[src/rtl/reg_dump_pkg.sv]
// Shared types and sizes for the register-file dump reader.
package reg_dump_pkg;
  localparam int REG_COUNT = 16;
  localparam int REG_W     = 8;
  localparam int IDX_W     = 4;
  localparam logic [IDX_W-1:0] CSUM_IDX = 4'hF;

  typedef enum logic [2:0] {IDLE, READ, HOLD, CSUM, DONE} dump_state_t;
endpackage

[src/rtl/dump_checksum.sv]
// XOR accumulator over emitted dump bytes; clear wins over enable, result visible the cycle after enable.
module dump_checksum
  import reg_dump_pkg::*;
(
  input  logic             CLK,
  input  logic             RESET,
  input  logic             clear,
  input  logic             en,
  input  logic [REG_W-1:0] data,
  output logic [REG_W-1:0] sum
);

  always_ff @(posedge CLK) begin
    if (RESET || clear) sum <= '0;
    else if (en)        sum <= sum ^ data;
  end

endmodule

[src/rtl/reg_dump_reader.sv]
// Walks FIRST_REG..LAST_REG over the async read port, one beat per READ+HOLD pair (2 cycles min), HOLD stalls on out_ready.
// REG_DUMP_CHECKSUM_EN adds a trailing XOR-checksum beat (idx 4'hF) carrying out_last.
module reg_dump_reader
  import reg_dump_pkg::*;
#(
  parameter int FIRST_REG = 0,
  parameter int LAST_REG  = 15
) (
  input  logic             CLK,
  input  logic             RESET,
  input  logic             start,
  output logic             busy,
  output logic             rf_sel,
  output logic [IDX_W-1:0] rf_addr,
  input  logic [REG_W-1:0] rf_data,
  output logic             out_valid,
  input  logic             out_ready,
  output logic [REG_W-1:0] out_data,
  output logic [IDX_W-1:0] out_idx,
  output logic             out_last,
  output logic             done
);

  if (FIRST_REG < 0 || LAST_REG > REG_COUNT - 1 || LAST_REG < FIRST_REG) begin : g_param_check
    $error("reg_dump_reader: need 0 <= FIRST_REG <= LAST_REG <= 15");
  end

  localparam logic [IDX_W-1:0] FIRST_IDX = IDX_W'(FIRST_REG);
  localparam logic [IDX_W-1:0] LAST_IDX  = IDX_W'(LAST_REG);

  dump_state_t      state_q, state_d;
  logic [IDX_W-1:0] idx_q, idx_d;
  logic [REG_W-1:0] data_q;
  logic [IDX_W-1:0] oidx_q;

  always_comb begin
    state_d = state_q;
    idx_d   = idx_q;
    case (state_q)
      IDLE: begin
        if (start) begin
          state_d = READ;
          idx_d   = FIRST_IDX;
        end
      end
      READ: state_d = HOLD;
      HOLD: begin
        if (out_ready) begin
          // Increment only below LAST_IDX so the 4-bit index never wraps.
          if (idx_q < LAST_IDX) begin
            idx_d   = idx_q + 4'd1;
            state_d = READ;
          end else begin
`ifdef REG_DUMP_CHECKSUM_EN
            state_d = CSUM;
`else
            state_d = DONE;
`endif
          end
        end
      end
      CSUM: if (out_ready) state_d = DONE;
      DONE: state_d = IDLE;
      default: state_d = IDLE;
    endcase
  end

  always_ff @(posedge CLK) begin
    if (RESET) begin
      state_q <= IDLE;
      idx_q   <= FIRST_IDX;
      data_q  <= '0;
      oidx_q  <= '0;
    end else begin
      state_q <= state_d;
      idx_q   <= idx_d;
      if (state_q == READ) begin
        data_q <= rf_data;
        oidx_q <= idx_q;
      end
    end
  end

  assign busy    = (state_q != IDLE);
  assign rf_sel  = (state_q == READ);
  assign rf_addr = rf_sel ? idx_q : '0;
  assign done    = (state_q == DONE);

`ifdef REG_DUMP_CHECKSUM_EN
  logic [REG_W-1:0] csum;

  dump_checksum u_csum (
    .CLK   (CLK),
    .RESET (RESET),
    .clear ((state_q == IDLE) && start),
    .en    ((state_q == HOLD) && out_ready),
    .data  (data_q),
    .sum   (csum)
  );

  assign out_valid = (state_q == HOLD) || (state_q == CSUM);
  assign out_data  = (state_q == CSUM) ? csum : data_q;
  assign out_idx   = (state_q == CSUM) ? CSUM_IDX : oidx_q;
  assign out_last  = (state_q == CSUM);
`else
  assign out_valid = (state_q == HOLD);
  assign out_data  = data_q;
  assign out_idx   = oidx_q;
  assign out_last  = out_valid && (oidx_q == LAST_IDX);
`endif

endmodule

[config.mk]
export PLATFORM = sky130hd
export DESIGN_NAME = reg_dump_reader
export DESIGN_NICKNAME = d
export VERILOG_FILES = /design/src/rtl/reg_dump_pkg.sv /design/src/rtl/dump_checksum.sv /design/src/rtl/reg_dump_reader.sv
export SDC_FILE = /design/constraint.sdc
export NUM_CORES = 1
export LEC_CHECK = 0
export BUFFER_PORTS_ARGS = -buffer_cell sky130_fd_sc_hd__buf_4
export CAP_MARGIN = 0
export CORE_MARGIN = 2
export CORE_UTILIZATION = 51
export DETAILED_ROUTE_END_ITERATION = 16
export GPL_ROUTABILITY_DRIVEN = 1
export PLACE_DENSITY = 0.82
export SETUP_SLACK_MARGIN = 0.02
export SLEW_MARGIN = 20
export SYNTH_ARGS = -nofsm -noshare
export SYNTH_HDL_FRONTEND = slang
export SYNTH_SLANG_ARGS = --single-unit
[constraint.sdc]
create_clock -name CLK -period 4.8 [get_ports CLK]
set_clock_uncertainty 0.2 [all_clocks]
set_input_delay 0.48 -clock CLK [delete_from_list [all_inputs] [get_ports CLK]]
set_output_delay 0.48 -clock CLK [all_outputs]
set_load 0.02 [all_outputs]
# Word level (Yosys, flattened, before mapping)
# Cells that the tools add are included.
[op_classes] n_addsub=1 order_cmp=1 eq_ne=9 mux=10 reduce_logical=6
[ops] operator="4-bit two-way mux" n=4
[ops] operator="3-bit two-way mux" n=4
[ops] operator="3-bit case mux with 4 select lines" n=1
[ops] operator="4-bit case mux with 2 select lines" n=1
[ops] operator="3-bit by 2-bit == test with 1-bit output (second input constant)" n=2
[ops] operator="4-bit by 1-bit adder with 4-bit output (second input constant)" n=1
[ops] operator="4-bit == test (second input constant)" n=1
[ops] operator="4-bit < comparator (second input constant)" n=1
[ops] operator="2-bit by 1-bit inequality test with 1-bit output (second input constant)" n=2
[ops] operator="2-bit inequality test (second input constant)" n=2
[ops] operator="4-bit AND reduction" n=1
[ops] operator="3-bit by 1-bit == test with 1-bit output (second input constant)" n=1
[ops] operator="3-bit == test (second input constant)" n=1
[ops] operator="3-bit logical NOT" n=1
[ops] operator="3-bit AND reduction" n=1
[ops] operator="3-bit nonzero test" n=1
[ops] operator="2-bit nonzero test" n=1
[ops] operator="1-bit logical AND" n=1
[totals] register_bits=19 out_inout_bits=21

# Logic depth before layout (Yosys ltp)
# Gate-level depths: netlist (run 1).
[logic_depth] depth_word=4 depth_mapped=6

# Worst setup path after synthesis (run 1)
# No wires, ideal clock.
[synth_timing] kind="reg-to-output" startpoint="register state_q[2]" endpoint="output rf_addr[2]" t_arrival_ns=1.243 t_required_ns=4.120 setup_slack_ns=2.877 path_stages_with_launch=7 path_buffers=2 cell_sequence="dfxtp_1 > buf_6 > or3b_4 > clkinv_2 > buf_6 > nand2_2 > inv_1"
[synth_between] elab_chain_cells=2
[synth_lines] element="start: declaration" line="reg_dump_reader.sv:31" rtl="dump_state_t state_q, state_d;"
[synth_lines] element="start signal: assignment" line="reg_dump_reader.sv:75" rtl="state_q <= state_d;"
[synth_lines] element="3-bit by 1-bit == test with 1-bit output" line="reg_dump_reader.sv:85" rtl="assign rf_sel = (state_q == READ);"
[synth_lines] element="via rf_sel" line="reg_dump_reader.sv:13" rtl="output logic rf_sel,"
[synth_lines] element="4-bit two-way mux" line="reg_dump_reader.sv:86" rtl="assign rf_addr = rf_sel ? idx_q : '0;"
[synth_lines] element="end: declaration" line="reg_dump_reader.sv:14" rtl="output logic [IDX_W-1:0] rf_addr,"
# The timed path passes the listed nets, and every way through them passes these cells.

# Final worst setup path (run 1)
[layout_timing] startpoint="register state_q[0]" endpoint="output rf_addr[3]"
[layout_between] elab_chain_cells=2
[layout_lines] element="3-bit by 1-bit == test with 1-bit output" line="reg_dump_reader.sv:85"
[layout_lines] element="4-bit two-way mux" line="reg_dump_reader.sv:86"
# Every way passes these cells.

==> results of run 1 <==
flip-flops by register name (all words and copies together), names as in the netlist:
signal and flops:
out_idx 4, out_data 8, idx_q 4, state_q 3
per-layer routing:
layer / up-vias / share of wire (%) / GRT usage, %
met5: - / 0 / 0
met4: 0 / 0.59 / 6.11
met3: 2 / 5.1 / 7.31
met2: 17 / 50 / 32.6
met1: 373 / 44 / 25.5
li1: 432 / - / -
final timing paths:
| check | to | slack [ps] | depth (start not counted) |
|---|---|---|---|
| worst max-delay path | rf_addr[3] | 2330 | 5 |
| worst max register to register | out_idx[3]$_SDFFE_PP0N_ | 3100 | 4 |
| worst min-delay path | out_data[7]$_SDFFE_PP0N_ | 240 | 3 |
| worst min register to register | out_data[2]$_SDFFE_PP0N_ | 280 | 2 |
critical path, delay by kind of cell, from the launching register on:
family	cells	cell delay [ps]
flops	1	510
buf+inv	3	370
simple gates	2	630
stage by stage:
step,std cells,cell area (µm²)
after CTS,163,1180
after floorplan,109,933
after global routing,163,1180
final,163,1180
after detailed placement,159,1160
after global placement,159,1160
cell usage in the layout, fill, tap and decap left out, types with 2 or more instances in the layout:
master	n
sky130_fd_sc_hd__clkbuf_4	3
sky130_fd_sc_hd__or4b_1	2
sky130_fd_sc_hd__o21ai_0	4
sky130_fd_sc_hd__buf_4	32
sky130_fd_sc_hd__nand2b_1	4
sky130_fd_sc_hd__a31oi_1	2
sky130_fd_sc_hd__and3_1	2
sky130_fd_sc_hd__a21oi_1	3
sky130_fd_sc_hd__dfxtp_1	19
sky130_fd_sc_hd__inv_1	5
sky130_fd_sc_hd__nand2_1	25
sky130_fd_sc_hd__a21oi_2	9
sky130_fd_sc_hd__nor2_1	5
where the power goes:
group          switching, mW  leakage (nW)  internal, mW
logic                 0.0387         0.347        0.0309
clock network         0.0442        0.0150        0.0323
registers             0.0100         0.154         0.165
total                 0.0928         0.517         0.229
kinds of logic (layout without fill, tap and decap cells):
family,Yosys count,count (layout)
compound gates,24,24
fa+ha+maj,1,1
flops,19,19
buf+inv,13,42
simple gates,52,52
final cells by class:
cell class                 instances  area [µm²]
clock buffer                       4        26.3
fill                             155         542
inverter                           6        23.8
multi-input combinational         77         483
sequential                        19         380
tap                               25        31.3
timing repair buffer              32         240
==> metrics.md, run 1 <==
| Metric | Value |
|---|---|
| Outcome | `completed` |
| Worst setup EP type | `output port` |
| Startpoint class of the critical path | `flip-flop` |
| XOR/XNOR Fraction of Synth Area | `0%` |
| Cell-by-cell listing of the critical path | `or3b_4 -> clkinv_2 -> nand2_1 -> inv_1 -> buf_4` |
| Routed length per placed instance | `12.4 µm` |
| Number of enable-type register cells in the synthesized netlist | `0` |
| CTS tree | `built` |
| Fraction of synthesized area in multiplexers | `0%` |
| Period utilization | `~52%` |
| Iteration count of the initial detailed-routing pass | `4` |
| Fmax achieved | `0.404 GHz` |
| Area of the mapped netlist | `933 µm²` |
| Cts bufs inserted | `3` |
| Resized Gates After CTS | `0` |
| Effective utilization at floorplan | `54.1%` |
| Clk sinks | `19` |
| Final worst hold slack | `about 240 ps` |
| Slowest cell delay on critical path | `520 ps` |
| Clock tree root driver cell | `sky130_fd_sc_hd__clkbuf_4` |
| Total count of hold-check failures in the final report | `0` |
| Worst setup path start | `state_q[0]$_SDFFE_PP0P_` |
| Total congestion overflow after global routing | `0` |
| Antenna Violating Nets Remaining | `0` |
| Setup repair bufs after CTS | `0` |
| Cell taking the most area after synthesis | `sky130_fd_sc_hd__dfxtp_1` |
| Unrepaired setup endpoints after global routing | `no` |
| Area share of the leading cell type in the synthesized netlist | `40.8%` |
| Clk_lat worst skew | `290 ps` |
| Leakage power figure | `0.517 nW` |
| Final weighted congestion in routability-driven placement | `0.755` |
| Nets | `~150` |
| Most frequent cells after synthesis | `25 x sky130_fd_sc_hd__nand2_1, 19 x sky130_fd_sc_hd__dfxtp_1, 9 x sky130_fd_sc_hd__a21oi_2` |
| Final setup margin | `2330 ps` |
| Synthesis-to-layout area growth | `26.9%` |
| Global-route wire length before repair | `3120 µm` |
| Routed via count divided by cell count | `5.06` |
| Overall fraction of global-route tracks in use | `between 20% and 30%` |
| Largest family of logic cells by synthesized area | `simple AND/OR/NAND/NOR gates` |
| P per Cell Area | `about 270 nW/µm²` |
| Final setup TNS | `0 ps` |
| Total via count in the routed design | `a little over 800` |
| Maximum count of clock buffers along a single path | `2` |
| Predominant post-synthesis flop cell | `sky130_fd_sc_hd__dfxtp_1` |
| Fraction of the mapped netlist area in compound gates | `18.9%` |
| Largest fanout on the critical path | `13` |
| Pins Over Slew Limit | `0` |
| Asr flop ratio synth | `0%` |
| Seq/Total Area, Yosys | `40.8%` |
| Violation count after the first detailed-routing iteration | `17` |
| Clock transition time at the flip-flop clock pins of the worst setup and hold paths | `roughly 100 ps` |
| Setup slack at placement | `2660 ps` |
| Basic-gate share of the synthesized area counting and, or, nand and nor cells | `31.5%` |
| Final wirelength | `2030 µm` |
| Synth top area cells | `sky130_fd_sc_hd__dfxtp_1 41%, sky130_fd_sc_hd__nand2_1 10%, sky130_fd_sc_hd__a21oi_2 8.4%, sky130_fd_sc_hd__nand4bb_4 2.9%, sky130_fd_sc_hd__nand2b_1 2.7%` |
| Required time of the worst setup path | `between 4000 and 5000 ps` |
| Overall power of the completed layout | `0.321 mW` |
| Synthesized net count | `122` |
| Reg-to-Reg Start | `state_q[0]$_SDFFE_PP0P_` |
| Antenna diode count | `0` |
| Most used standard cell by instance count after synthesis | `sky130_fd_sc_hd__nand2_1` |
| Horizontal extent of the die | `46.8 µm` |
| Via count of the first global-routing pass | `about 730` |
| Y dimension of the die | `46.8 µm` |
| Number of buffer cells added on primary ports | `32` |
| Standard cell with the maximum stage delay on the critical path | `sky130_fd_sc_hd__or3b_4` |
| Max Cap Violations | `0` |
| Post-detailed-placement half-perimeter wirelength | `1520 µm` |
| Maximum level of the CTS H-tree | `1` |
| Pin count of the biggest net entering global routing | `24` |
| Hold Path Class | `input port to flip-flop` |
| Final setup vio count | `0` |
| Quantity of hold-fixing buffers added after cts | `0` |
| Min-Delay Startpoint | `rf_data[7]` |
| Floorplan row count | `15` |
| Number of antenna violations at the first check in global routing | `0` |
| Final worst path period need | `approximately 2500 ps` |
| Arrival time at the worst endpoint | `between 1500 and 2000 ps` |
| Slew Limit Headroom | `70.7%` |
| I/O pin count | `33` |
| Layout cells sized above 1 | `36.2%` |
| Peak supply drop | `0.000225 V` |
| Worst setup path category | `flip-flop to output port` |
| Die footprint | `2190 µm²` |
| Adder and majority cell fraction of the synthesized area | `1.34%` |
| Distinct cell type count of the synthesized netlist | `36` |
| #FFs+latches synth | `19` |
| Post-Synthesis Mean Instance Area | `8.56 µm²` |
| Number of cells produced by synthesis | `roughly 110` |
| Core area | `1730 µm²` |
| Slew at the pin with the worst max-slew slack | `about 440 ps` |
| Residual DRC | `0` |
| Total number of yosys warnings | `0` |
| Share of the core filled with cells | `68.6%` |
(Power assumes the default switching activity.)
==> run 2, diff against run 1 <==
--- a/config.mk
+++ b/config.mk
@@ -8,10 +8,10 @@
 export BUFFER_PORTS_ARGS = -buffer_cell sky130_fd_sc_hd__buf_4
 export CAP_MARGIN = 0
 export CORE_MARGIN = 2
-export CORE_UTILIZATION = 51
+export CORE_UTILIZATION = 43
 export DETAILED_ROUTE_END_ITERATION = 16
 export GPL_ROUTABILITY_DRIVEN = 1
-export PLACE_DENSITY = 0.82
+export PLACE_DENSITY = 0.73
 export SETUP_SLACK_MARGIN = 0.02
 export SLEW_MARGIN = 20
 export SYNTH_ARGS = -nofsm -noshare
==> constraint.sdc (replaced) <==
create_clock -name CLK -period 2.05 [get_ports CLK]
set_clock_uncertainty 0.2 [all_clocks]
set_input_delay 0.205 -clock CLK [delete_from_list [all_inputs] [get_ports CLK]]
set_output_delay 0.205 -clock CLK [all_outputs]
set_load 0.02 [all_outputs]
==> run 2 against run 1 <==
  * Hold slack got worse by 210 ps
  * Non-clock buffer count rose by 10
  * Wire length is 7.7% higher
  * Total power up 140%
  * Register-to-register slack worse by 2700 ps
  * Via count grew 6.8%
  * First-iteration DRC count is 41% lower
  * Clock power increased by 150%
  * Sequential power grew 130%
  * Cell count grew 7.4%
  * Critical path type unchanged
  * Largest cell class unchanged
  * Largest power group unchanged
==> metrics.md, run 2 (synthesis results as in run 1) <==
| Metric | Value |
|---|---|
| Nets | `roughly 160` |
| Maximum count of clock buffers along a single path | `2` |
| Clk_lat worst skew | `~290 ps` |
| Arrival time at the worst endpoint | `1530 ps` |
| Max Cap Violations | `0` |
| Number of buffer cells added on primary ports | `32` |
| Residual DRC | `0` |
| Final weighted congestion in routability-driven placement | `0.772` |
| Peak supply drop | `0.000407 V` |
| Leakage power figure | `0.563 nW` |
| Maximum level of the CTS H-tree | `1` |
| Number of antenna violations at the first check in global routing | `0` |
| Violation count after the first detailed-routing iteration | `10` |
| I/O pin count | `33` |
| Cell Count, Final, Fillers Out | `175` |
| Layout cells sized above 1 | `37.2%` |
| Clock tree root driver cell | `sky130_fd_sc_hd__clkbuf_4` |
| Routed via count divided by cell count | `5.03` |
| Highest-count cells in the layout ignoring fill and taps | `34 x sky130_fd_sc_hd__buf_4, 25 x sky130_fd_sc_hd__nand2_1, 17 x sky130_fd_sc_hd__dfxtp_1` |
| Worst setup path category | `flip-flop to output port` |
| Slew Limit Headroom | `81.9%` |
| Final setup TNS | `0 ps` |
| Worst setup EP type | `output port` |
| Startpoint class of the critical path | `flip-flop` |
| Filler cells | `186` |
| Fmax achieved | `between 0.5 and 0.6 GHz` |
| Final worst path period need | `1940 ps` |
| Pin count of the biggest net entering global routing | `24` |
| Total via count in the routed design | `880` |
| Via count of the first global-routing pass | `slightly above 800` |
| Clock transition time at the flip-flop clock pins of the worst setup and hold paths | `110 ps` |
| Global-route wire length before repair | `3720 µm` |
| Hold Path Class | `input port to flip-flop` |
| P per Cell Area | `607 nW/µm²` |
| Synthesis-to-layout area growth | `38.5%` |
| Die footprint | `2560 µm²` |
| CTS tree | `built` |
| Antenna diode count | `0` |
| Cts bufs inserted | `3` |
| Slew at the pin with the worst max-slew slack | `271 ps` |
| Final wirelength | `2190 µm` |
| Overall fraction of global-route tracks in use | `18.9%` |
| Effective utilization at floorplan | `46.6%` |
| Floorplan row count | `16` |
| Commonest non-fill, non-tap cell in the layout | `sky130_fd_sc_hd__buf_4` |
| Cells after DPL | `163` |
| Total congestion overflow after global routing | `0` |
| Largest fanout on the critical path | `13` |
| Routed length per placed instance | `12.5 µm` |
| Pins Over Slew Limit | `0` |
| Required time of the worst setup path | `1640 ps` |
| Total count of hold-check failures in the final report | `0` |
| Y dimension of the die | `50.6 µm` |
| Clk sinks | `19` |
| Iteration count of the initial detailed-routing pass | `4` |
| Antenna Violating Nets Remaining | `0` |
| Slack of the worst reg-to-reg path | `380 ps` |
| Unrepaired setup endpoints after global routing | `no` |
| Final setup vio count | `0` |
| Largest register FFs | `8` |
| Setup slack at placement | `312 ps` |
| Outcome | `completed` |
| Core area | `2000 µm²` |
| Post-detailed-placement half-perimeter wirelength | `1510 µm` |
| Final setup margin | `between 100 and 150 ps` |
| Horizontal extent of the die | `roughly 51 µm` |
| Setup repair bufs after CTS | `0` |
| Period utilization | `94.6%` |
[run 2: cell count changes in the layout (fill, tap and decap cells not counted), sizes merged]
cell | previous run | this run
inv | 5 | 6
dlygate4sd3 | 0 | 8
clkbuf | 4 | 3
buf | 32 | 34
[run 2: repair_timing]
action | 4_1_cts | 5_1_grt
endpoints found under the setup margin | 4 | 4
gates resized for setup | 1 | 4
hold buffers | 8 | 0
endpoints found under the hold margin | 8 | 0
[run 2: layer usage]
layer  track usage [%]  part of all wire (%)  routed length, µm  up-vias
li1                  -                     -                  -      451
met1              24.5                    45                981      405
met2              30.7                    51               1100       20
met3              2.68                   2.9                 63        4
met4              9.46                   1.6                 36        0
met5                 0                     0                  0        -
[run 2: per-stage QoR]
| step | hold slack, ps | cell area [µm²] | util [%] | total power, mW |
|---|---|---|---|---|
| CTS | 26.9 | 1280 | 64.2 | 0.790 |
| floorplan | 150 | 933 | - | 0.526 |
| detailed placement | 263 | 1180 | 58.8 | 0.589 |
| finish | 28.9 | 1290 | 64.6 | 0.784 |
| global route | 57.5 | 1290 | 64.6 | 0.824 |
| global placement | 257 | 1180 | 58.8 | 0.584 |
[run 2: cell type report]
type / count / area (µm²) / share of cell area, %
repair buffers: 42 / 335 / 25.9
inverters: 6 / 27.5 / 2.13
clock buffers: 3 / 22.5 / 1.74
multi-input cells: 77 / 483 / 37.4
flip-flops and latches: 19 / 385 / 29.8
well taps: 27 / 33.8 / 2.61
clock inverters: 1 / 5.00 / 0.387
[run 2: path summary, 6_finish.rpt]
check	startpoint	endpoint	cells past startpoint
hold reg to reg	out_data[5]$_SDFFE_PP0N_	out_data[5]$_SDFFE_PP0N_	2
hold / removal	out_ready	state_q[0]$_SDFFE_PP0P_	3
setup / recovery	state_q[1]$_SDFFE_PP0P_	rf_addr[1]	5
setup reg to reg	idx_q[0]$_SDFFE_PP0P_	idx_q[0]$_SDFFE_PP0P_	4
[run 2: worst max-delay path, stage by stage (launching register included)]
cell	delay, ps
sky130_fd_sc_hd__dfxtp_4	410
sky130_fd_sc_hd__or3b_4	410
sky130_fd_sc_hd__inv_6	120
sky130_fd_sc_hd__nand2_1	90
sky130_fd_sc_hd__inv_1	80
sky130_fd_sc_hd__buf_4	130
[run 2: where the power goes]
part           total [mW]  switching, mW  internal [mW]  leakage (nW)
Clock               0.189          0.116         0.0726        0.0177
Sequential          0.407         0.0189          0.388         0.156
Combinational       0.189          0.100         0.0885         0.390
Total               0.784          0.235          0.549         0.563
